File: config.mk
export PLATFORM = sky130hd
export DESIGN_NAME = ifetch_queue
export DESIGN_NICKNAME = d
export VERILOG_FILES = /design/src/rtl/mips_pkg.sv /design/src/rtl/ifq_fifo.sv /design/src/rtl/ifetch_queue.sv
export SDC_FILE = /design/constraint.sdc
export NUM_CORES = 1
export LEC_CHECK = 0
export CORE_MARGIN = 2
export CORE_UTILIZATION = 35
export CTS_CLUSTER_SIZE = 40
export DETAILED_ROUTE_END_ITERATION = 10
export SLEW_MARGIN = 10
export SYNTH_ARGS = -nofsm -noshare
export SYNTH_HDL_FRONTEND = slang
export SYNTH_SLANG_ARGS = --single-unit
export TNS_END_PERCENT = 5
File: constraint.sdc
create_clock -name clk -period 9.1 [get_ports clk]
set_input_delay 0.91 -clock clk [delete_from_list [all_inputs] [get_ports clk]]
set_output_delay 0.91 -clock clk [all_outputs]
set_load 0.01 [all_outputs]
File: src/rtl/mips_pkg.sv
// Shared MIPS front-end definitions: word size, NOP encoding, default reset
// PC and the prefetch queue entry layout.
package mips_pkg;

    localparam int unsigned      XLEN             = 32;
    localparam logic [XLEN-1:0]  NOP_INST         = 32'h0000_0000;
    localparam logic [XLEN-1:0]  DEFAULT_RESET_PC = 32'h0000_0000;
    localparam logic [XLEN-1:0]  INST_BYTES       = 32'd4;
    localparam logic [XLEN-1:0]  WORD_ALIGN_MASK  = 32'hFFFF_FFFC;

    // One fetched instruction together with the PC+4 value handed to IF/ID.
    typedef struct packed {
        logic [XLEN-1:0] inst;
        logic [XLEN-1:0] pc4;
    } ifq_entry_t;

    // Fetch status, derived purely from the occupancy/pending/discard counters.
    typedef enum logic [1:0] {
        IFQ_RUN,
        IFQ_FULL,
        IFQ_DRAIN
    } ifq_state_t;

endpackage

File: src/rtl/ifq_fifo.sv
// Prefetch queue storage: circular buffer with head/tail pointers and an
// occupancy counter. Flush is synchronous and overrides push/pop.
module ifq_fifo
    import mips_pkg::*;
#(
    parameter int unsigned DEPTH   = 4,
    parameter type         entry_t = ifq_entry_t
) (
    input  logic                   clk,
    input  logic                   rst,
    input  logic                   flush,
    input  logic                   push,
    input  entry_t                 push_data,
    input  logic                   pop,
    output entry_t                 head,
    output logic                   empty,
    output logic [$clog2(DEPTH):0] count
);

    localparam int unsigned PW = $clog2(DEPTH);

    typedef logic [PW-1:0] ptr_t;
    typedef logic [PW:0]   cnt_t;

    entry_t mem [DEPTH];
    ptr_t   rd_ptr;
    ptr_t   wr_ptr;
    cnt_t   occ;
    logic   do_push;
    logic   do_pop;

    // Qualify push/pop so the queue can never over- or underflow.
    always_comb begin
        do_pop  = pop && (occ != '0);
        do_push = push && ((occ != cnt_t'(DEPTH)) || do_pop);
    end

    // Entry storage; contents are only ever read once counted, so no reset.
    always_ff @(posedge clk) begin
        if (do_push && !flush) begin
            mem[wr_ptr] <= push_data;
        end
    end

    // Pointers and occupancy; flush empties the queue without a pop.
    always_ff @(posedge clk or posedge rst) begin
        if (rst) begin
            rd_ptr <= '0;
            wr_ptr <= '0;
            occ    <= '0;
        end else if (flush) begin
            rd_ptr <= '0;
            wr_ptr <= '0;
            occ    <= '0;
        end else begin
            if (do_push) begin
                wr_ptr <= wr_ptr + ptr_t'(1);
            end
            if (do_pop) begin
                rd_ptr <= rd_ptr + ptr_t'(1);
            end
            case ({do_push, do_pop})
                2'b10:   occ <= occ + cnt_t'(1);
                2'b01:   occ <= occ - cnt_t'(1);
                default: occ <= occ;
            endcase
        end
    end

    // Head entry and status toward the fetch control.
    always_comb begin
        head  = mem[rd_ptr];
        empty = (occ == '0);
        count = occ;
    end

endmodule

File: src/rtl/ifetch_queue.sv
// Instruction fetch front-end: owns the PC, issues in-order requests to a
// variable-latency instruction memory under a credit limit, buffers returned
// words and presents instruction / PC+4 pairs to IF/ID. Redirects flush the
// queue and turn all outstanding requests into responses to discard.
module ifetch_queue
    import mips_pkg::*;
#(
    parameter int unsigned     DEPTH    = 4,
    parameter logic [XLEN-1:0] RESET_PC = DEFAULT_RESET_PC
) (
    input  logic            clk,
    input  logic            rst,
    input  logic            redirect_valid,
    input  logic [XLEN-1:0] redirect_pc,
    input  logic            d_ready,
    output logic            imem_req,
    output logic [XLEN-1:0] imem_addr,
    input  logic            imem_gnt,
    input  logic            imem_rvalid,
    input  logic [XLEN-1:0] imem_rdata,
    output logic            d_valid,
    output logic [XLEN-1:0] d_inst,
    output logic [XLEN-1:0] d_pc,
    output logic            err_rsp
);

    localparam int unsigned CW = $clog2(DEPTH) + 1;
    localparam int unsigned SW = CW + 2;

    typedef logic [CW-1:0] cnt_t;
    typedef logic [SW-1:0] sum_t;

    logic [XLEN-1:0] fetch_pc;
    logic [XLEN-1:0] rsp_pc;
    logic [XLEN-1:0] redirect_base;
    cnt_t            occ;
    cnt_t            pend;
    cnt_t            disc;
    sum_t            credit_used;
    ifq_state_t      fetch_state;
    logic            grant;
    logic            rsp_drop;
    logic            rsp_take;
    logic            rsp_stray;
    logic            push;
    logic            pop;
    logic            fifo_empty;
    ifq_entry_t      push_entry;
    ifq_entry_t      head_entry;

    // Fetch status from the credits consumed by queued, pending and discarded words.
    always_comb begin
        credit_used = sum_t'(occ) + sum_t'(pend) + sum_t'(disc);
        if (credit_used >= sum_t'(DEPTH)) begin
            fetch_state = IFQ_FULL;
        end else if (disc != '0) begin
            fetch_state = IFQ_DRAIN;
        end else begin
            fetch_state = IFQ_RUN;
        end
    end

    // Memory handshake decode and response classification.
    always_comb begin
        imem_req      = !rst && (fetch_state != IFQ_FULL) && !redirect_valid;
        imem_addr     = fetch_pc;
        grant         = imem_req && imem_gnt;
        rsp_drop      = imem_rvalid && (disc != '0);
        rsp_take      = imem_rvalid && (disc == '0) && (pend != '0);
        rsp_stray     = imem_rvalid && (disc == '0) && (pend == '0);
        push          = rsp_take && !redirect_valid;
        redirect_base = redirect_pc & WORD_ALIGN_MASK;
        push_entry    = '{inst: imem_rdata, pc4: rsp_pc + INST_BYTES};
    end

    // Decode-side presentation; the head is hidden during a redirect.
    always_comb begin
        d_valid = !fifo_empty && !redirect_valid;
        pop     = d_valid && d_ready;
        d_inst  = d_valid ? head_entry.inst : NOP_INST;
        d_pc    = d_valid ? head_entry.pc4  : '0;
    end

    // PCs, pending/discard accounting and the sticky stray-response flag.
    always_ff @(posedge clk or posedge rst) begin
        if (rst) begin
            fetch_pc <= RESET_PC;
            rsp_pc   <= RESET_PC;
            pend     <= '0;
            disc     <= '0;
            err_rsp  <= 1'b0;
        end else begin
            if (rsp_stray) begin
                err_rsp <= 1'b1;
            end
            if (redirect_valid) begin
                // Every pending request becomes a discard; a response landing
                // now retires one of them. No grant term: imem_req is low here.
                fetch_pc <= redirect_base;
                rsp_pc   <= redirect_base;
                pend     <= '0;
                disc     <= disc + pend - cnt_t'(rsp_drop || rsp_take);
            end else begin
                if (grant) begin
                    fetch_pc <= fetch_pc + INST_BYTES;
                end
                if (push) begin
                    rsp_pc <= rsp_pc + INST_BYTES;
                end
                pend <= pend + cnt_t'(grant) - cnt_t'(rsp_take);
                disc <= disc - cnt_t'(rsp_drop);
            end
        end
    end

    ifq_fifo #(
        .DEPTH   (DEPTH),
        .entry_t (ifq_entry_t)
    ) u_fifo (
        .clk       (clk),
        .rst       (rst),
        .flush     (redirect_valid),
        .push      (push),
        .push_data (push_entry),
        .pop       (pop),
        .head      (head_entry),
        .empty     (fifo_empty),
        .count     (occ)
    );

endmodule

==> out/metrics.cfg, run 1 <==
[min_path]
hp-class=reg -> reg

[logic_synthesis]
synth.distinct_cells=57
syn_area_per_cell_um2=14.9
ys_top_cells_by_area=edfxtp_1, dfrtp_1, mux4_2
synth_top_flop_cell=edfxtp_1
synth_top_area_cell=edfxtp_1
synth.most_common_cell=edfxtp_1
synth_cells=969
synth_edf_count=248
ys_ff_latch=322
netlist_area_um2=14500
synth_top_area_share=0.514
synth_commonest_cells=edfxtp_1, dfrtp_1, nand2_1
ys_warn_count=0
yosysSeqAreaShare=0.642
synthArstFlopShare=0.230

[pwr]
sw_frac_of_total=0.232
netSwitchingPower_w=0.000791
p_comb_frac=0.097
ir_drop_mv=0.0953
clkPwrFrac=0.403
powerDensity_nw_per_um2=193
pwr-share-seq=0.500
p_leak_nw=5.78
p_int_w=0.00262

[global_route]
grt_pass1_wl_mm=51.2
antenna_found_initial=0
grt_overflow=0
grt_pass1_vias=8890
grt_max_degree=75
gr-usage-all-layers=0.150

[clocking]
postCtsHoldBufs=0
cts_setup_buffers=0
clkTransAtPathRegs_ns=0.06
cts_buffers=36
cts_sinks=322
insertion_delay_ns=0.52
ctsLongestPathBuffers=3
ctsResizeCount=0
clock_tree.root_cell=clkbuf_16
htreeDepth=2
cts_tree=built

[final_layout]
nFillCells=3685
fin_cells=1687
nets=1223
drive_above_1_share=0.132
syn_to_final_growth_pct=22.4

[routing]
first_iter_violations=481
ant_nets=0
vias_per_cell=5.16
drc=0
wl_per_cell_um=19.3
first_pass_iters=5
vias=8712
finalWirelength_mm=32.6

[floorplanning]
start_util=0.355
fp-row-count=74
core_area_um2=40800
die_h_um=207
ioPinCount=169
dieArea_um2=43000
die_w_um=207

[sta]
hold_viol=0
tns_ns=0
fmax_mhz=215
finalCriticalPeriod_ns=4.65
drv_slew=0
worstMarginPinSlew_ns=1.06
relSlewSlack=0.289
rsz0062_at_grt=no
finalSetupViolations=0
fin_crit_sh=0.511
clock_skew_ns=0.0145

[worst_setup_path]
cp_data_arrival_time_ns=5.02
start_kind=flip-flop
path_class=reg -> reg
critPathRequiredTime_ns=9.47
path_max_fanout=25
crit_path_end_kind=flip-flop

[placement]
portBuffers=162
dp_hpwl_mm=20.4
dp_cells=1624
place.gp.congestion=0.815

[job]
drv_cap=0

[status]
outcome=complete, no violations

==> worst paths after layout <==
kind / startpoint / endpoint / slack (ns) / cells after the start
worst max register to register: u_fifo.count[2]$_DFFE_PP0P_ / pend[2]$_DFF_PP0_ / 4.45 / 14
worst min-delay path: err_rsp$_DFFE_PP0P_ / err_rsp$_DFFE_PP0P_ / 0.47 / 1
worst min register to register: err_rsp$_DFFE_PP0P_ / err_rsp$_DFFE_PP0P_ / 0.47 / 1
min in group asynchronous: rst / pend[0]$_DFF_PP0_ / 1.12 / 3
worst max-delay path: u_fifo.count[2]$_DFFE_PP0P_ / pend[2]$_DFF_PP0_ / 4.45 / 14
max in group asynchronous: rst / u_fifo.rd_ptr[0]$_DFFE_PP0P_ / 7.24 / 3
==> metal layers <==
layer	global-route usage	vias up	wire length [um]
met3	0.0313	46	1980
met2	0.238	269	14900
met1	0.212	4404	15000
met4	0.0379	0	680
met5	0	-	0
li1	-	3993	-
==> power by group through the flow <==
| stage | sequential, W | combinational, W | clock (W) |
|---|---|---|---|
| 2_1_floorplan | 0.00172 | 0.000198 | 0 |
| 6_report | 0.00171 | 0.000331 | 0.00138 |
| 5_1_grt | 0.00171 | 0.000366 | 0.00148 |
| 4_1_cts | 0.00171 | 0.000336 | 0.00142 |
| 3_5_place_dp | 0.00173 | 0.000333 | 0 |
| 3_3_place_gp | 0.00173 | 0.000327 | 0 |
==> critical path: stages (launching register included) <==
cell	delay (ns)
dfrtp_1	0.55
inv_1	0.16
fa_1	0.55
inv_1	0.06
fa_1	0.53
a2111oi_4	0.55
and3_1	0.70
inv_4	0.25
ha_1	0.34
inv_1	0.05
ha_1	0.13
inv_1	0.04
fa_1	0.37
xnor2_1	0.16
nor2_1	0.05
==> metrics by stage <==
stage | cell area [um2] | power (W) | util | setup slack (ns) | hold WS, ns
2_1_floorplan | 14500 | 0.00192 | - | 5.08 | 0.512
3_3_place_gp | 16600 | 0.00206 | 0.407 | 4.39 | 0.455
3_5_place_dp | 16600 | 0.00207 | 0.407 | 4.40 | 0.459
4_1_cts | 17700 | 0.00346 | 0.434 | 4.44 | 0.472
5_1_grt | 17700 | 0.00356 | 0.434 | 4.19 | 0.498
6_report | 17700 | 0.00341 | 0.434 | 4.45 | 0.470
==> sequential cells by signal, indices dropped and copies added (netlist names) <==
register / cells
u_fifo.wr_ptr: 2
disc: 3
rsp_pc: 30
u_fifo.count: 3
u_fifo.rd_ptr: 2
u_fifo.mem: 248
pend: 3
imem_addr: 30
err_rsp: 1
==> cells by family (layout without fill, tap and decap cells) <==
kind of cell | Yosys count | after routing | synth area share
AND/OR/NAND/NOR | 298 | 298 | 0.113
buffers and inverters | 87 | 269 | 0.0278
flip-flops | 322 | 322 | 0.642
XOR/XNOR | 72 | 72 | 0.0435
other | 1 | 5 | 0.000259
multiplexers | 71 | 71 | 0.103
adder cells (fa/ha/maj) | 23 | 23 | 0.0235
AO/OA/AOI/OAI | 95 | 95 | 0.0468
==> final cells by class <==
class                           instances  area (um2)  area share
Sequential cell                       322        9300       0.525
Multi-Input combinational cell        563        4820       0.272
Clock inverter                         10         105     0.00593
Tap cell                              532         666      0.0376
Clock buffer                           52        1000      0.0565
Antenna cell                            1        2.50    0.000141
Timing Repair Buffer                  172        1690      0.0954
Inverter                               35         136     0.00769
==> placed cells by master, fill, tap and decap left out, types with 32 or more instances in the layout <==
| master | count |
|---|---|
| clkdlybuf4s50_1 | 161 |
| xnor2_1 | 42 |
| edfxtp_1 | 248 |
| nand4_1 | 36 |
| dfrtp_1 | 72 |
| clkbuf_16 | 37 |
| mux4_2 | 62 |
| inv_1 | 32 |
| nand2_1 | 67 |
| nor2b_1 | 64 |
(Power assumes the default switching activity.)
==> run 2, diff against run 1 <==
==> constraint.sdc (replaced) <==
create_clock -name clk -period 4.35 [get_ports clk]
set_input_delay 0.435 -clock clk [delete_from_list [all_inputs] [get_ports clk]]
set_output_delay 0.435 -clock clk [all_outputs]
set_load 0.01 [all_outputs]
==> run 2 against run 1 <==
  * Sequential share of layout area shrank 0.99 points
  * Global-route usage increased by 0.37 points
  * Critical endpoint is now imem_req
  * Largest power group unchanged
  * Largest cell class unchanged
  * Combinational power up 110%
  * Core utilization increased by 0.84 points
==> out/metrics.cfg, run 2 (synthesis results as in run 1) <==
[clocking]
cts_setup_buffers=0  ; unchanged
ctsResizeCount=0  ; unchanged
htreeDepth=2  ; unchanged
clkTransAtPathRegs_ns=0.06  ; about the same
clock_tree.root_cell=clkbuf_16
postCtsHoldBufs=0  ; unchanged
cts_buffers=37  ; +2.8%
cts_sinks=322  ; unchanged
ctsLongestPathBuffers=3  ; unchanged
cts_tree=built
insertion_delay_ns=0.52  ; about the same

[pwr]
power_w=0.00735  ; +120%
pwr-share-seq=0.485  ; -0.015
clkPwrFrac=0.419  ; +0.016
ir_drop_mv=0.190  ; +99%
sw_frac_of_total=0.230  ; -0.00128
p_leak_nw=5.94  ; +2.8%
powerDensity_nw_per_um2=407  ; +110%
netSwitchingPower_w=0.00170  ; +110%
p_comb_frac=0.096  ; about the same
p_int_w=0.00566  ; +120%

[min_path]
holdPathStages=2  ; +1
hp-class=in -> reg
hold_end=pend[2]$_DFF_PP0_
hp-start=redirect_valid

[final_layout]
layout_commonest_cell=edfxtp_1
largest_register=u_fifo.mem
diodes=0  ; -1
nets=1242  ; +1.6%
drive_above_1_share=0.150  ; +0.0179
syn_to_final_growth_pct=24.7
largest_reg_flops=248  ; unchanged
nFillCells=3657  ; -0.76%
final_cell_mix=edfxtp_1, clkdlybuf4s50_1, dfrtp_1
final_core_utilization=0.442  ; +0.00837

[worst_setup_path]
rr_startpoint=u_fifo.count[2]$_DFFE_PP0P_
path_class=reg -> out
worst_r2r_endpoint=pend[2]$_DFF_PP0_
start_kind=flip-flop
rrSetupSlack_ns=0.66  ; -3.79 ns
path_max_fanout=8  ; -68%
reg2reg_depth=14  ; unchanged
cp_data_arrival_time_ns=3.61  ; -1.41 ns
critPathLaunch=u_fifo.count[2]$_DFFE_PP0P_
crit_path_end_kind=primary output
critPathRequiredTime_ns=3.91  ; -5.56 ns

[sta]
tns_ns=0  ; unchanged
rsz0062_at_grt=no
drv_slew=0  ; unchanged
fin_ws_ns=0.304  ; -4.15 ns
worstMarginPinSlew_ns=1.09  ; +0.0294 ns
finalSetupViolations=0  ; unchanged
clock_skew_ns=0.0189  ; +0.00442 ns
relSlewSlack=0.269  ; -0.0197
finalCriticalPeriod_ns=4.05
hold_slack_ns=0.196  ; -0.274 ns
fin_crit_sh=0.930
hold_viol=0  ; unchanged
fmax_mhz=247

[routing]
drc=0  ; unchanged
first_pass_iters=5  ; unchanged
finalWirelength_mm=33.1  ; +1.7%
vias_per_cell=5.14  ; -0.39%
first_iter_violations=451  ; -6.2%
vias=8786  ; +0.85%
ant_nets=0  ; unchanged
wl_per_cell_um=19.4  ; +0.48%

[placement]
portBuffers=162  ; unchanged
dp_hpwl_mm=21.7  ; +6.5%
place.gp.congestion=0.806  ; -1.1%
dp_slack_ns=0.679  ; -3.72 ns

[status]
outcome=complete, no violations

[floorplanning]
die_w_um=207  ; unchanged
start_util=0.355  ; unchanged
dieArea_um2=43000  ; unchanged
ioPinCount=169  ; unchanged
fp-row-count=74  ; unchanged
die_h_um=207  ; unchanged
core_area_um2=40800  ; unchanged

[job]
drv_cap=0  ; unchanged

[global_route]
grt_overflow=0  ; unchanged
grt_pass1_wl_mm=51.8  ; +1.2%
grt_pass1_vias=8925  ; +0.39%
gr-usage-all-layers=0.154  ; +0.00372
grt_max_degree=50  ; -33%
antenna_found_initial=0  ; unchanged

-- run 2: how the worst max path moves through the flow --
stage | endpoint | slack (ns) | cells past startpoint
after global routing | imem_req | 0.15 | 8
final | imem_req | 0.30 | 8
after CTS | imem_req | 0.28 | 8
after detailed placement | pend[2]$_DFF_PP0_ | 0.68 | 14
after floorplan | pend[2]$_DFF_PP0_ | 0.41 | 17
after global placement | pend[2]$_DFF_PP0_ | 0.68 | 14
-- run 2: power groups by stage --
stage | clock [W] | sequential (W) | combinational, W
final | 0.00308 | 0.00357 | 0.000704
after global routing | 0.00330 | 0.00358 | 0.000781
after CTS | 0.00317 | 0.00357 | 0.000714
after detailed placement | 0 | 0.00363 | 0.000707
after global placement | 0 | 0.00363 | 0.000695
after floorplan | 0 | 0.00360 | 0.000414
-- run 2: cell type report --
cell class              instances  area, um2  share of cell area
repair buffers                190       1930               0.107
inverters                      35        136             0.00755
clock buffers                  49       1050              0.0584
multi-input cells             563       4810               0.266
well taps                     532        666              0.0368
flip-flops and latches        322       9300               0.515
clock inverters                17        168             0.00928
-- run 2: per-layer routing --
metal  vias to the layer above  track usage  wire length (um)
met2                       287        0.243             15400
met3                        38       0.0286              1740
met1                      4422        0.221             15500
met4                         0       0.0350               535
met5                         -            0                 0
li1                       4039            -                 -
-- run 2: worst max-delay path, stage by stage, from the launching register on --
cell	delay, ns
dfrtp_1	0.55
inv_1	0.16
fa_1	0.55
inv_1	0.07
fa_1	0.52
a2111oi_4	0.35
buf_4	0.20
and2_1	0.15
clkdlybuf4s50_1	0.54
-- run 2: metrics by stage --
| stage | cells | instance area (um2) |
|---|---|---|
| after floorplan | 972 | 14500 |
| after global placement | 1642 | 16800 |
| after detailed placement | 1642 | 16800 |
| after CTS | 1708 | 18100 |
| after global routing | 1708 | 18100 |
| final | 1708 | 18100 |
==> run 3, diff against run 2 <==
--- a/config.mk
+++ b/config.mk
@@ -9,6 +9,7 @@
 export CORE_UTILIZATION = 35
 export CTS_CLUSTER_SIZE = 40
 export DETAILED_ROUTE_END_ITERATION = 10
+export SKIP_CTS_REPAIR_TIMING = 1
 export SLEW_MARGIN = 10
 export SYNTH_ARGS = -nofsm -noshare
 export SYNTH_HDL_FRONTEND = slang
==> results of run 3 <==
Final layout, timing and power as in run 2 (identical DEF).
